`src/rtl/event_readout_scheduler_if.sv`:
```
// Stream bundle between the scheduler and its neighbours: event and nack
// request inputs, the MM2S command output and the datamover status return.
interface event_readout_scheduler_if;
  logic [11:0] s_evt_tdata;
  logic        s_evt_tvalid;
  logic        s_evt_tready;
  logic [47:0] s_nack_tdata;
  logic        s_nack_tvalid;
  logic        s_nack_tready;
  logic [50:0] m_req_tdata;
  logic        m_req_tvalid;
  logic        m_req_tready;
  logic [7:0]  s_sts_tdata;
  logic        s_sts_tvalid;

  modport master (
    output s_evt_tdata, s_evt_tvalid, input s_evt_tready,
    output s_nack_tdata, s_nack_tvalid, input s_nack_tready,
    input  m_req_tdata, m_req_tvalid, output m_req_tready,
    output s_sts_tdata, s_sts_tvalid
  );

  modport slave (
    input  s_evt_tdata, s_evt_tvalid, output s_evt_tready,
    input  s_nack_tdata, s_nack_tvalid, output s_nack_tready,
    output m_req_tdata, m_req_tvalid, input m_req_tready,
    input  s_sts_tdata, s_sts_tvalid
  );
endinterface

```
`src/rtl/event_readout_scheduler.sv`:
```
// Arbitrates full-event and nack-retransmit readout requests onto the single
// MM2S command path, bounding outstanding commands and nack bursts.
module event_readout_scheduler #(
  parameter int unsigned MAX_INFLIGHT   = 4,
  parameter int unsigned NACK_BURST_MAX = 8,
  parameter logic [18:0] START_OFFSET   = 19'h03F00,
  parameter logic [18:0] BTT            = 19'd459008
) (
  input  logic                            memclk,
  input  logic                            memrst,
  event_readout_scheduler_if.slave        bus,
  input  logic                            allow_i,
  input  logic                            stop_i,
  output logic                            stopped_o,
  output logic [12:0]                     credit_o,
  output logic [3:0]                      inflight_o,
  output logic                            err_o
);
  localparam int SW = $clog2(NACK_BURST_MAX + 1);

  typedef enum logic [1:0] {IDLE, OFFER, STOPPED} state_t;

  state_t        state_q, state_d;
  logic [SW-1:0] streak_q, streak_d;
  logic [12:0]   credit_q, credit_d;
  logic [3:0]    inflight_q, inflight_d;
  logic          err_q, err_d;
  logic          stopped_q, stopped_d;
  logic          req_valid_q, req_valid_d;
  logic [50:0]   req_data_q, req_data_d;

  logic        room, nack_ok, evt_ok, grant_nack, grant_evt, req_hs, sts_bad;
  logic [18:0] nack_lower, nack_btt;
  logic        unused_bits;

  assign unused_bits = ^{bus.s_sts_tdata[3:0], bus.s_nack_tdata[47],
                         bus.s_nack_tdata[45:43], bus.s_nack_tdata[19]};

  always_comb begin
    room       = inflight_q < 4'(MAX_INFLIGHT);
    nack_ok    = bus.s_nack_tvalid && room;
    evt_ok     = bus.s_evt_tvalid && (credit_q != '0) && room;
    // A full streak of nack grants yields one slot to an eligible event.
    grant_nack = (state_q == IDLE) && !stop_i && nack_ok &&
                 !(evt_ok && streak_q == SW'(NACK_BURST_MAX));
    grant_evt  = (state_q == IDLE) && !stop_i && !grant_nack && evt_ok;
    req_hs     = req_valid_q && bus.m_req_tready;
    sts_bad    = bus.s_sts_tvalid &&
                 (!bus.s_sts_tdata[7] || (|bus.s_sts_tdata[6:4]) || inflight_q == '0);
    nack_lower = bus.s_nack_tdata[18:0] + START_OFFSET;
    nack_btt   = {5'b0, bus.s_nack_tdata[42:32], 3'b000};

    state_d = state_q;
    case (state_q)
      IDLE:    if (stop_i) state_d = STOPPED;
               else if (grant_nack || grant_evt) state_d = OFFER;
      OFFER:   if (req_hs) state_d = IDLE;
      STOPPED: if (!stop_i) state_d = IDLE;
      default: state_d = IDLE;
    endcase

    req_valid_d = (state_d == OFFER);
    stopped_d   = (state_d == STOPPED);

    req_data_d = req_data_q;
    if (grant_nack) begin
      if (bus.s_nack_tdata[46])
        req_data_d = {1'b1, bus.s_nack_tdata[31:20], START_OFFSET, BTT};
      else
        req_data_d = {1'b1, bus.s_nack_tdata[31:20], nack_lower, nack_btt};
    end else if (grant_evt) begin
      req_data_d = {1'b0, bus.s_evt_tdata, START_OFFSET, BTT};
    end

    streak_d = streak_q;
    if (grant_nack) begin
      if (streak_q != SW'(NACK_BURST_MAX)) streak_d = streak_q + SW'(1);
    end else if (grant_evt || (state_q == IDLE && !bus.s_nack_tvalid)) begin
      streak_d = '0;
    end

    credit_d = credit_q;
    if (allow_i && !grant_evt) begin
      if (credit_q != '1) credit_d = credit_q + 13'd1;
    end else if (grant_evt && !allow_i) begin
      credit_d = credit_q - 13'd1;
    end

    inflight_d = inflight_q;
    if (req_hs && !bus.s_sts_tvalid)
      inflight_d = inflight_q + 4'd1;
    else if (bus.s_sts_tvalid && !req_hs && inflight_q != '0)
      inflight_d = inflight_q - 4'd1;

    err_d = err_q || sts_bad;
  end

  always_ff @(posedge memclk or posedge memrst) begin
    if (memrst) begin
      state_q     <= IDLE;
      streak_q    <= '0;
      credit_q    <= '0;
      inflight_q  <= '0;
      err_q       <= 1'b0;
      stopped_q   <= 1'b0;
      req_valid_q <= 1'b0;
      req_data_q  <= '0;
    end else begin
      state_q     <= state_d;
      streak_q    <= streak_d;
      credit_q    <= credit_d;
      inflight_q  <= inflight_d;
      err_q       <= err_d;
      stopped_q   <= stopped_d;
      req_valid_q <= req_valid_d;
      req_data_q  <= req_data_d;
    end
  end

  assign bus.s_evt_tready  = grant_evt;
  assign bus.s_nack_tready = grant_nack;
  assign bus.m_req_tvalid  = req_valid_q;
  assign bus.m_req_tdata   = req_data_q;
  assign stopped_o         = stopped_q;
  assign credit_o          = credit_q;
  assign inflight_o        = inflight_q;
  assign err_o             = err_q;
endmodule
```
`src/flat_wrapper.sv`:
```
// flat-port wrapper written by rule: the top's interface ports become plain ports
module event_readout_scheduler_flat 
#(
  parameter int unsigned MAX_INFLIGHT   = 4,
  parameter int unsigned NACK_BURST_MAX = 8,
  parameter logic [18:0] START_OFFSET   = 19'h03F00,
  parameter logic [18:0] BTT            = 19'd459008
)
  (memclk, memrst, allow_i, stop_i, stopped_o, credit_o, inflight_o, err_o, bus_s_evt_tdata, bus_s_evt_tvalid, bus_s_evt_tready, bus_s_nack_tdata, bus_s_nack_tvalid, bus_s_nack_tready, bus_m_req_tdata, bus_m_req_tvalid, bus_m_req_tready, bus_s_sts_tdata, bus_s_sts_tvalid);
  event_readout_scheduler_if bus_i ();
  input  logic memclk;
  input  logic memrst;
  input  logic allow_i;
  input  logic stop_i;
  output logic stopped_o;
  output logic [12:0] credit_o;
  output logic [3:0] inflight_o;
  output logic err_o;
  input wire logic [$bits(bus_i.s_evt_tdata)-1:0] bus_s_evt_tdata;
  input wire logic [$bits(bus_i.s_evt_tvalid)-1:0] bus_s_evt_tvalid;
  output wire logic [$bits(bus_i.s_evt_tready)-1:0] bus_s_evt_tready;
  input wire logic [$bits(bus_i.s_nack_tdata)-1:0] bus_s_nack_tdata;
  input wire logic [$bits(bus_i.s_nack_tvalid)-1:0] bus_s_nack_tvalid;
  output wire logic [$bits(bus_i.s_nack_tready)-1:0] bus_s_nack_tready;
  output wire logic [$bits(bus_i.m_req_tdata)-1:0] bus_m_req_tdata;
  output wire logic [$bits(bus_i.m_req_tvalid)-1:0] bus_m_req_tvalid;
  input wire logic [$bits(bus_i.m_req_tready)-1:0] bus_m_req_tready;
  input wire logic [$bits(bus_i.s_sts_tdata)-1:0] bus_s_sts_tdata;
  input wire logic [$bits(bus_i.s_sts_tvalid)-1:0] bus_s_sts_tvalid;
  assign bus_i.s_evt_tdata = bus_s_evt_tdata;
  assign bus_i.s_evt_tvalid = bus_s_evt_tvalid;
  assign bus_s_evt_tready = bus_i.s_evt_tready;
  assign bus_i.s_nack_tdata = bus_s_nack_tdata;
  assign bus_i.s_nack_tvalid = bus_s_nack_tvalid;
  assign bus_s_nack_tready = bus_i.s_nack_tready;
  assign bus_m_req_tdata = bus_i.m_req_tdata;
  assign bus_m_req_tvalid = bus_i.m_req_tvalid;
  assign bus_i.m_req_tready = bus_m_req_tready;
  assign bus_i.s_sts_tdata = bus_s_sts_tdata;
  assign bus_i.s_sts_tvalid = bus_s_sts_tvalid;
  event_readout_scheduler #(.MAX_INFLIGHT(MAX_INFLIGHT), .NACK_BURST_MAX(NACK_BURST_MAX), .START_OFFSET(START_OFFSET), .BTT(BTT)) u_core (.memclk(memclk), .memrst(memrst), .bus(bus_i), .allow_i(allow_i), .stop_i(stop_i), .stopped_o(stopped_o), .credit_o(credit_o), .inflight_o(inflight_o), .err_o(err_o));
endmodule
```
`config.mk`:
```
export PLATFORM = sky130hd
export DESIGN_NAME = event_readout_scheduler_flat
export DESIGN_NICKNAME = d
export VERILOG_FILES = /design/src/rtl/event_readout_scheduler_if.sv /design/src/rtl/event_readout_scheduler.sv /design/src/flat_wrapper.sv
export SDC_FILE = /design/constraint.sdc
export NUM_CORES = 1
export LEC_CHECK = 0
export ABC_AREA = 1
export BUFFER_PORTS_ARGS = -buffer_cell sky130_fd_sc_hd__buf_2
export CAP_MARGIN = 25
export CORE_ASPECT_RATIO = 0.5
export CORE_MARGIN = 2
export CORE_UTILIZATION = 45
export CTS_CLUSTER_SIZE = 8
export DETAILED_ROUTE_END_ITERATION = 7
export PLACE_DENSITY = 0.78
export REMOVE_ABC_BUFFERS = 1
export SYNTH_ARGS = -nofsm -noshare
export SYNTH_HDL_FRONTEND = slang
export SYNTH_SLANG_ARGS = --single-unit
```
`constraint.sdc`:
```
create_clock -name memclk -period 2.9 [get_ports memclk]
set_clock_uncertainty 0.1 [all_clocks]
set_input_delay 0.29 -clock memclk [delete_from_list [all_inputs] [get_ports memclk]]
set_output_delay 0.29 -clock memclk [all_outputs]
set_load 0.01 [all_outputs]
```
Yosys cells after proc, flatten, opt, wreduce, memory -nomap -nowiden --
Index checks and enable logic that the tools add are counted.
Storage, ports and cells: bits in registers 77, bits in latches 0, RAM bits 0, memory bits (read-only) 0, input port bits 76, logic and storage cells 82, memories 0
Cells by class: $add $sub $neg 6, multipliers 0, div/mod/pow operators 0, $lt $le $gt $ge 1, equality and inequality tests 9, shifts and indexed selects 0, multiplexer cells 16, bitwise operators 0, reduce and logical (&&, ||, !) cells 42
Operator list (number):
- 51-bit 2-to-1 mux | 2
- 13-bit 2-to-1 mux | 3
- 38-bit 2-to-1 mux | 1
- 4-bit 2-to-1 mux | 5
- 19-bit by 14-bit adder with 19-bit output (second input constant) | 1
- 1-bit logical AND | 17
- 13-bit by 1-bit adder with 13-bit output (second input constant) | 1
- 13-bit != test (second input constant) | 1
- 13-bit nonzero test | 1
- 13-bit by 1-bit subtractor with 13-bit output (second input constant) | 1
- 1-bit logical NOT | 9
- 4-bit by 1-bit adder with 4-bit output (second input constant) | 2
- 2-bit 2-to-1 mux | 4
- 2-bit nonzero test | 4
- 2-bit case mux with 3 select lines | 1
- 1-bit logical OR | 5
- 2-bit by 1-bit equality test with 1-bit output (second input constant) | 2
- 2-bit equality test (second input constant) | 2
- 4-bit equality test (second input constant) | 1
- 4-bit logical NOT | 1
- 4-bit by 3-bit < comparator with 1-bit output (second input constant) | 1
- 4-bit != test (second input constant) | 1
- 2-bit AND reduction | 2
- 4-bit nonzero test | 1
- 5 further kinds | 5

Logic depth before layout (Yosys ltp) --
Gate-level depths: netlist of run 1.
depth after elaboration 14, gate-level depth with buffers 18, depth with buffers taken out 18

Least setup slack after synthesis of run 1 --
OpenSTA, ideal clock, no wires.
path type register to register, start register u_core.streak_q[0], end register u_core.credit_q[12], in the netlist u_core.credit_o[12], setup time 117 ps, arrival time 2609 ps, path slack 75 ps, cell stages (with the launch flop) 17, period minus slack after synthesis 2825 ps, path through dfrtp_1 -> inv_1 -> ha_1 -> nand2_1 -> nor2_1 -> o2111ai_4 -> nand2_1 -> inv_1 -> fa_1 -> o21ai_0 -> nand3_1 -> nand3_1 -> inv_1 -> nand3_1 -> nand2_1 -> nand2_1 -> nand2_1
Between the ends: cells in the longest elaborated chain, start to end 11
Ends and longest elaborated chain:
- start, declared | line event_readout_scheduler.sv:24 | logic [SW-1:0] streak_q, streak_d;
- start signal, assigned | line event_readout_scheduler.sv:110 | streak_q <= streak_d;
- 4-bit equality test * | line event_readout_scheduler.sv:45 | !(evt_ok && streak_q == SW'(NACK_BURST_MAX));
- 1-bit logical AND * | line event_readout_scheduler.sv:45
- 1-bit logical NOT * | line event_readout_scheduler.sv:45
- 1-bit logical AND * | line event_readout_scheduler.sv:44 | grant_nack = (state_q == IDLE) && !stop_i && nack_ok &&
- 1-bit logical NOT * | line event_readout_scheduler.sv:46 | grant_evt = (state_q == IDLE) && !stop_i && !grant_nack && evt_ok;
- 1-bit logical AND * (2 in a row) | line event_readout_scheduler.sv:46
- 1-bit logical NOT | line event_readout_scheduler.sv:83 | if (allow_i && !grant_evt) begin
- 1-bit logical AND | line event_readout_scheduler.sv:83
- 2-bit != test (no line) or 2-bit nonzero test (tied branches)
- 2-bit AND reduction (no line)
- end signal, assigned | line event_readout_scheduler.sv:111 | credit_q <= credit_d;
- end, declared | line event_readout_scheduler.sv:25 | logic [12:0] credit_q, credit_d;
Mark *: on every way between the ends. The rest lies on a longest branch, timed or not. A chain may end at the register's enable or synchronous reset.

Worst setup path after layout of run 1 --
Ends and elaborated chain as after synthesis.

==> metrics.cfg, run 1 <==
[run_status]
outcome=completed

[hold_path]
hp-start=bus_s_nack_tdata[8]
hold_path.class=in -> reg
hold-path-endpoint=u_core.bus.m_req_tdata[27]$_DFFE_PP0P_
whs_path_depth=2

[synthesis]
synth_edf_count=0
synth-async-reset-ratio_pct=100
avgSynthCellArea_sq_um=8.80
synth_area_leader_cell=dfrtp_1
seq_area_frac_synth_pct=45.6
synth_most_common_cell=nand2_1
synth_area_leaders=dfrtp_1, nand2_1, ha_1
netlist_area_sq_mm=0.00384
syn-instance-count=436
synthTopCellsByCount=nand2_1, dfrtp_1, nand3_1
synth_cell_types=38
synth_top_area_share_pct=45.6
synthFlopType=dfrtp_1
yosys_warnings=0
synth_seq_cells=70

[worst_setup_path]
crit_family=simple AND/OR/NAND/NOR gates
crit_fanout=8
reg2reg_depth=17
cp-start-kind=flip-flop
max_stage_delay_ns=0.37
regToRegStartpoint=u_core.streak_q[0]$_DFFE_PP0P_
crit_buf_inv=3
cp.required_ns=3.01
slowest_stage=dfrtp_1
arrival_ns=2.82
crit_chain=inv_1 > ha_1 > nand2_1 > nor2_4 > o2111ai_4 > nand2_2 > buf_6 > ha_1 > nand2_1 > nor2_1 > nand3_1 > nand3_1 > inv_1 > nand3_1 > nand2_1 > nand2_1 > nand2_1
crit_top_cell=nand2_1
r2r_end=u_core.credit_o[12]$_DFFE_PP0P_
endpoint_kind=flip-flop
critPathKind=reg -> reg
rrSetupSlack_ns=0.19

[grt]
grt_util_all_layers_pct=20.4
grt_pass1_wl_um=15200
grt_pass1_vias=3333
grt_overflow_total=0
grt_max_degree=36
antenna_found_initial=0

[die]
core_sq_mm=0.00814
initial_core_util_pct=47.1
dieHeight_um=69.3
io_pins=149
die_area_sq_mm=0.00933
die_x_um=135
rows=23

[clock_network]
root_buffer=clkbuf_16
cts_tree=done
cts_buffers=9
h-tree-depth=3
clk_latency_ns=0.33
clock-sinks=70
cts.path.max_buffers=2
post_cts_buffers=0
clk_pin_slew_ns=0.05

[power_and_ir_drop]
power.density_mw_per_mm2=1060
vdd_ir_drop_max_mv=0.551
leakage_nw=2.64

[drt]
vias_per_cell=4.91
wl_per_cell_um=13.5
dr.pass1.iters=5
num_vias=3423
routed_wl_um=9430
postRouteAntennaNets=0
drc=0
initialDrtViolationCount=120

[placement]
dp.cells=681
port_buffers=134
gp_congestion=0.854
dpl.hpwl_um=7010

[timing]
tns_ns=0
fin_crit_ns=2.71
finalSetupViolCount=0
layout_worst_path_cycle_share_pct=93.6
finalHoldViolations=0
final_max_slew_viol_count=0
worst_slew_pin_slew_ns=0.501
max_slew_margin_pct=66.6
max_freq_mhz=369

[finish]
final_nets=675
drive_gt1_share_pct=33.2
final_cell_count_no_fill=697
fillCellCount=719
n_antenna_cell=0
area_delta_synth_final_pct=31.3

[job]
timing.max_cap.violations=0

[through the flow]
step	utilization [%]	setup WS, ns	power [mW]	hold slack [ns]	area (sq um)
global route	61.9	-0.0287	5.75	0.0718	5040
global placement	56.7	0.158	4.03	0.249	4610
floorplan	-	0.0748	3.22	0.275	3730
finish	61.9	0.187	5.34	0.0680	5040
CTS	60.6	0.0841	5.26	0.0610	4930
detailed placement	56.7	0.107	4.11	0.248	4610
[cells in the final DEF, fill, tap and decap left out, drive strengths merged, types with 2 or more instances in the layout]
master  instances
xor2           16
a31oi           3
a21oi          18
a21o            3
a22o           18
conb            5
inv            38
dfrtp          70
o21ai          21
buf           144
nand2         115
fa              2
clkbuf         12
xnor2           6
nor2           35
ha             16
o22a            2
o21a            2
nand4           4
nor3            6
nand3          39
[what timing repair did]
item / CTS / global route
hold buffers: 1 / 0
resized for setup: 0 / 16
hold endpoints to repair: 23 / 0
endpoints found under the setup margin: 0 / 8
[area by class of cell]
class	instances	area (sq um)	area share, %
tap	112	140	2.78
clock buffer	12	267	5.29
inverter	38	148	2.93
clock inverter	3	42.5	0.844
sequential	70	1750	34.8
multi-input combinational	317	1930	38.3
timing repair buffer	145	759	15.1
[kinds of logic (layout without fill, tap and decap cells)]
kind of cell	Yosys count	in the layout	share of synthesized area, %
simple gates	202	202	23.2
flops	70	70	45.6
fa+ha+maj	18	18	6.26
mux	1	1	0.293
other cells	1	5	0.0977
buf+inv	53	198	7.08
compound gates	69	69	12.4
xor+xnor	22	22	5.02
[how the worst max path moves through the flow]
stage	cells after the start	slack (ns)	from	endpoint
2_1_floorplan	16	0.07	u_core.streak_q[0]$_DFFE_PP0P_	u_core.credit_o[12]$_DFFE_PP0P_
3_3_place_gp	16	0.16	u_core.streak_q[0]$_DFFE_PP0P_	u_core.credit_o[12]$_DFFE_PP0P_
3_5_place_dp	16	0.11	u_core.streak_q[0]$_DFFE_PP0P_	u_core.credit_o[12]$_DFFE_PP0P_
4_1_cts	16	0.08	u_core.streak_q[0]$_DFFE_PP0P_	u_core.credit_o[12]$_DFFE_PP0P_
5_1_grt	17	-0.03	u_core.streak_q[0]$_DFFE_PP0P_	u_core.credit_o[12]$_DFFE_PP0P_
6_report	17	0.19	u_core.streak_q[0]$_DFFE_PP0P_	u_core.credit_o[12]$_DFFE_PP0P_
[sequential cells by signal, indices dropped and copies added (netlist names)]
| signal | cells |
|---|---|
| u_core.credit_o | 13 |
| u_core.streak_q | 4 |
| u_core.state_q | 2 |
| u_core.inflight_o | 4 |
| u_core.bus.m_req_tdata | 44 |
| u_core.stopped_o | 1 |
| u_core.bus.m_req_tvalid | 1 |
| u_core.err_o | 1 |
[worst register-to-register path, delay by kind of cell, from the launching register on]
| family | cells | cell delay (ns) |
|---|---|---|
| AO/OA/AOI/OAI | 1 | 0.21 |
| adder cells (fa/ha/maj) | 2 | 0.55 |
| buffers and inverters | 3 | 0.33 |
| flip-flops | 1 | 0.37 |
| AND/OR/NAND/NOR | 11 | 1.04 |
[where the power goes]
part | leakage [nW] | switching (mW) | internal [mW]
Combinational | 1.62 | 1.37 | 1.11
Sequential | 0.872 | 0.316 | 1.43
Clock | 0.151 | 0.384 | 0.729
[routing by layer]
metal  wire, um  track usage, %  part of all wire, %
met2       4820            36.4                   51
met4        101            7.37                  1.1
met3        409            4.61                  4.3
met1       4100            24.2                   43
met5          0               0                    0
No activity file was read; power rests on OpenSTA's default activity.
==> inputs of run 2 (changes only) <==
--- a/config.mk
+++ b/config.mk
@@ -6,7 +6,7 @@
 export NUM_CORES = 1
 export LEC_CHECK = 0
 export ABC_AREA = 1
-export BUFFER_PORTS_ARGS = -buffer_cell sky130_fd_sc_hd__buf_2
+export BUFFER_PORTS_ARGS = -buffer_cell sky130_fd_sc_hd__clkbuf_2
 export CAP_MARGIN = 25
 export CORE_ASPECT_RATIO = 0.5
 export CORE_MARGIN = 2
==> metrics.cfg, run 2 (synthesized netlist as in run 1, its figures left out) <==
[run_status]
outcome=completed

[finish]
fillCellCount=724
n_antenna_cell=0
seqCellArea_sq_mm=0.00175
mostFrequentLayoutCells=clkbuf_2, nand2_1, dfrtp_1
final_area_sq_mm=0.00494
final_nets=679
final_cell_count_no_fill=700
area_delta_synth_final_pct=28.8
final_common_cell=clkbuf_2
largest_reg_flops=44
drive_gt1_share_pct=32.3
multi_input_area_sq_mm=0.00184

[clock_network]
h-tree-depth=3
clk_pin_slew_ns=0.05
clk_latency_ns=0.32
clock-sinks=70
post_cts_buffers=0
cts_buffers=9
cts_tree=done
root_buffer=clkbuf_16
cts.path.max_buffers=2

[timing]
tns_ns=0
max_slew_margin_pct=66.8
max_freq_mhz=369
worst_slew_pin_slew_ns=0.493
final_max_slew_viol_count=0
fin_crit_ns=2.71
finalHoldViolations=0
finalSetupViolCount=0
whs_ns=0.0836
layout_worst_path_cycle_share_pct=93.5

[worst_setup_path]
cp-start-kind=flip-flop
arrival_ns=2.82
reg2reg_depth=17
r2r_end=u_core.credit_o[12]$_DFFE_PP0P_
crit_fanout=8
critPathKind=reg -> reg
endpoint_kind=flip-flop
rrSetupSlack_ns=0.19
regToRegStartpoint=u_core.streak_q[0]$_DFFE_PP0P_
cp.required_ns=3.01

[hold_path]
whs_path_depth=2
hold_path.class=in -> reg
hp-start=bus_s_nack_tdata[8]
hold-path-endpoint=u_core.bus.m_req_tdata[27]$_DFFE_PP0P_

[grt]
grt_pass1_wl_um=15000
grt_max_degree=36
antenna_found_initial=0
grt_pass1_vias=3347
grt_util_all_layers_pct=20.1
grt_overflow_total=0

[die]
io_pins=149
rows=23
die_area_sq_mm=0.00933
die_x_um=135
core_sq_mm=0.00814
dieHeight_um=69.3
initial_core_util_pct=47.1

[drt]
dr.pass1.iters=4
wl_per_cell_um=13.1
initialDrtViolationCount=132
drc=0
num_vias=3432
routed_wl_um=9180
vias_per_cell=4.90
postRouteAntennaNets=0

[placement]
gp_congestion=0.830
port_buffers=134
dp.cells=685
dpl.hpwl_um=7060
dpl-instance-area_sq_mm=0.00464

[power_and_ir_drop]
fin_total_pwr_mw=5.13
power.density_mw_per_mm2=1040
vdd_ir_drop_max_mv=0.556
leakage_nw=2.65

[job]
timing.max_cap.violations=0

## run 2: report_power, final
part           internal [mW]  total, mW  switching (mW)  leakage (nW)
logic                   1.05       2.39            1.34          1.64
clock network          0.637      0.998           0.361         0.138
registers               1.43       1.75           0.317         0.872
## run 2: worst max-delay path by stage
stage	start	to
5_1_grt	u_core.streak_q[0]$_DFFE_PP0P_	u_core.credit_o[12]$_DFFE_PP0P_
3_3_place_gp	u_core.streak_q[0]$_DFFE_PP0P_	u_core.credit_o[12]$_DFFE_PP0P_
2_1_floorplan	u_core.streak_q[0]$_DFFE_PP0P_	u_core.credit_o[12]$_DFFE_PP0P_
6_report	u_core.streak_q[0]$_DFFE_PP0P_	u_core.credit_o[12]$_DFFE_PP0P_
4_1_cts	u_core.streak_q[0]$_DFFE_PP0P_	u_core.credit_o[10]$_DFFE_PP0P_
3_5_place_dp	u_core.streak_q[0]$_DFFE_PP0P_	u_core.credit_o[10]$_DFFE_PP0P_
## run 2: cell type report
cell class | instances | share of cell area [%]
timing repair buffer | 149 | 15.9
tap | 112 | 2.84
sequential | 70 | 35.5
clock buffer | 13 | 5.47
inverter | 38 | 2.99
multi-input combinational | 317 | 37.2
clock inverter | 1 | 0.101
## run 2: repair_timing
action / in CTS / in global routing
setup endpoints to repair: 0 / 6
hold endpoints to repair: 11 / 0
hold buffers: 1 / 0
resized for setup: 0 / 5
## run 2: metrics by stage
| step | util [%] | setup slack [ns] |
|---|---|---|
| floorplan | - | 0.0748 |
| global placement | 57.0 | 0.197 |
| detailed placement | 57.0 | 0.138 |
| CTS | 60.5 | 0.126 |
| global route | 60.7 | -0.0113 |
| finish | 60.7 | 0.188 |
## run 2: layer usage
layer  up-vias  global-route usage, %  wire length (um)
li1       1735                      -                 -
met1      1619                   24.0              4050
met2        72                   36.2              4710
met3         6                   5.48               351
met4         0                   4.91                71
met5         -                      0                 0
## run 2: critical path, cell delays in order, from the launching register on
cell and delay [ns]:
dfrtp_1 0.37, inv_1 0.08, ha_1 0.20, nand2_1 0.08
nor2_2 0.05, o2111ai_4 0.20, nand2_2 0.13, buf_4 0.20
ha_1 0.36, nand2_1 0.14, nor2_2 0.16, nand3_1 0.09
nand3_1 0.15, inv_1 0.06, nand3_1 0.09, nand2_1 0.06
nand2_1 0.05, nand2_1 0.04
==> inputs of run 3 (changes only) <==
--- a/config.mk
+++ b/config.mk
@@ -15,6 +15,7 @@
 export DETAILED_ROUTE_END_ITERATION = 7
 export PLACE_DENSITY = 0.78
 export REMOVE_ABC_BUFFERS = 1
+export SETUP_SLACK_MARGIN = 0.4
 export SYNTH_ARGS = -nofsm -noshare
 export SYNTH_HDL_FRONTEND = slang
 export SYNTH_SLANG_ARGS = --single-unit
==> metrics.cfg, run 3 (synthesized netlist as in run 1, its figures left out) <==
[run_status]
outcome=completed

[power_and_ir_drop]
vdd_ir_drop_max_mv=0.642
leakage_nw=2.79
power.density_mw_per_mm2=1070
fin_total_pwr_mw=5.86

[worst_setup_path]
critPathKind=reg -> reg
cp.required_ns=3.03
rrSetupSlack_ns=0.40
reg2reg_depth=16
cp-start-kind=flip-flop
arrival_ns=2.63
slowest_stage=dfrtp_1
crit_chain=inv_2 > ha_4 > nand2_4 > nor2_4 > o2111ai_4 > nand2_4 > buf_12 > ha_4 > nand2_2 > nand2_2 > o21bai_4 > nand2_1 > nand3_2 > xor2_1 > nand2_1 > o21ai_1
max_stage_delay_ns=0.36
endpoint_kind=flip-flop
r2r_end=u_core.credit_o[10]$_DFFE_PP0P_
crit_fanout=8
crit_buf_inv=2
crit_family=simple AND/OR/NAND/NOR gates
regToRegStartpoint=u_core.streak_q[0]$_DFFE_PP0P_

[clock_network]
clk_pin_slew_ns=0.05
h-tree-depth=3
clk_latency_ns=0.32
cts_tree=done
cts.path.max_buffers=2
root_buffer=clkbuf_16
clock-sinks=70
cts_buffers=9

[grt]
grt_pass1_vias=3428
antenna_found_initial=0
grt_max_degree=36
grt_util_all_layers_pct=20.7
grt_overflow_total=0
grt_pass1_wl_um=15500

[finish]
drive_gt1_share_pct=44.2
final_area_sq_mm=0.00546
n_antenna_cell=0
final_nets=697
mostFrequentLayoutCells=clkbuf_2, nand2_1, dfrtp_1
post-route-util_pct=67.0
fillCellCount=651
largest_reg_flops=44
seqCellArea_sq_mm=0.00176
area_delta_synth_final_pct=42.2
final_common_cell=clkbuf_2
final_cell_count_no_fill=718
multi_input_area_sq_mm=0.00220

[die]
core_sq_mm=0.00814
dieHeight_um=69.3
die_x_um=135
io_pins=149
rows=23
initial_core_util_pct=47.1
die_area_sq_mm=0.00933

[timing]
whs_ns=0.0820
finalHoldViolations=0
tns_ns=0
max_slew_margin_pct=66.8
finalSetupViolCount=0
worst_slew_pin_slew_ns=0.493
rsz0062_at_grt=true
layout_worst_path_cycle_share_pct=86.1
final_max_slew_viol_count=0
layout_setup_ws_ns=0.402
max_freq_mhz=400
fin_crit_ns=2.50

[placement]
port_buffers=134
gp_congestion=0.830
dpl.hpwl_um=7060
dp.cells=685
pre_cts_slack_ns=0.138
dpl-instance-area_sq_mm=0.00464

[drt]
num_vias=3585
dr.pass1.iters=4
routed_wl_um=10200
vias_per_cell=4.99
postRouteAntennaNets=0
drc=0
wl_per_cell_um=14.2
initialDrtViolationCount=151

[hold_path]
hold-path-endpoint=u_core.bus.m_req_tdata[27]$_DFFE_PP0P_
hp-start=bus_s_nack_tdata[8]
whs_path_depth=2
hold_path.class=in -> reg

[job]
timing.max_cap.violations=0

run 3: changes by cell type in the layout (fill, tap and decap cells not counted), moves of 7 or more:
cell | before | now
buf_4 | 14 | 31
ha_1 | 15 | 5
ha_4 | 0 | 11
nand2_1 | 108 | 94
nand2_2 | 4 | 13
nor2_1 | 30 | 19
nor2_4 | 2 | 9
run 3: worst reg2reg max path: stages (launching register included):
cell,delay (ns)
dfrtp_1,0.36
inv_2,0.06
ha_4,0.16
nand2_4,0.07
nor2_4,0.04
o2111ai_4,0.21
nand2_4,0.13
buf_12,0.19
ha_4,0.32
nand2_2,0.06
nand2_2,0.07
o21bai_4,0.12
nand2_1,0.07
nand3_2,0.07
xor2_1,0.21
nand2_1,0.08
o21ai_1,0.09
run 3: metal layers:
metal | GRT usage (%) | part of all wire (%)
met4 | 5.61 | 1.2
met1 | 24.4 | 41
met2 | 37.8 | 53
met3 | 5.26 | 4.3
met5 | 0 | 0
run 3: final cells by class:
type | count | area share, %
clock buffers | 13 | 4.95
clock inverters | 1 | 0.0917
inverters | 38 | 2.71
multi-input cells | 317 | 40.3
flip-flops and latches | 70 | 32.2
well taps | 112 | 2.57
repair buffers | 167 | 17.1
run 3: repair_timing:
action,4_1_cts,5_1_grt
pin swaps,4,29
endpoints found under the setup margin,9,11
hold buffers,1,0
buffers inserted,3,15
gates resized for setup,25,65
endpoints found under the hold margin,11,0
run 3: worst max path at each step:
stage / cells past startpoint / slack (ns) / start / endpoint
after floorplan: 16 / 0.07 / u_core.streak_q[0]$_DFFE_PP0P_ / u_core.credit_o[12]$_DFFE_PP0P_
after global placement: 16 / 0.20 / u_core.streak_q[0]$_DFFE_PP0P_ / u_core.credit_o[12]$_DFFE_PP0P_
after detailed placement: 14 / 0.14 / u_core.streak_q[0]$_DFFE_PP0P_ / u_core.credit_o[10]$_DFFE_PP0P_
after CTS: 14 / 0.38 / u_core.streak_q[0]$_DFFE_PP0P_ / u_core.credit_o[8]$_DFFE_PP0P_
after global routing: 15 / 0.29 / u_core.streak_q[1]$_DFFE_PP0P_ / u_core.credit_o[12]$_DFFE_PP0P_
final: 16 / 0.40 / u_core.streak_q[0]$_DFFE_PP0P_ / u_core.credit_o[10]$_DFFE_PP0P_
run 3: power breakdown:
group          leakage (nW)  internal, mW  switching (mW)
Combinational          1.78          1.42            1.70
Sequential            0.866          1.43           0.301
Clock                 0.138         0.637           0.362
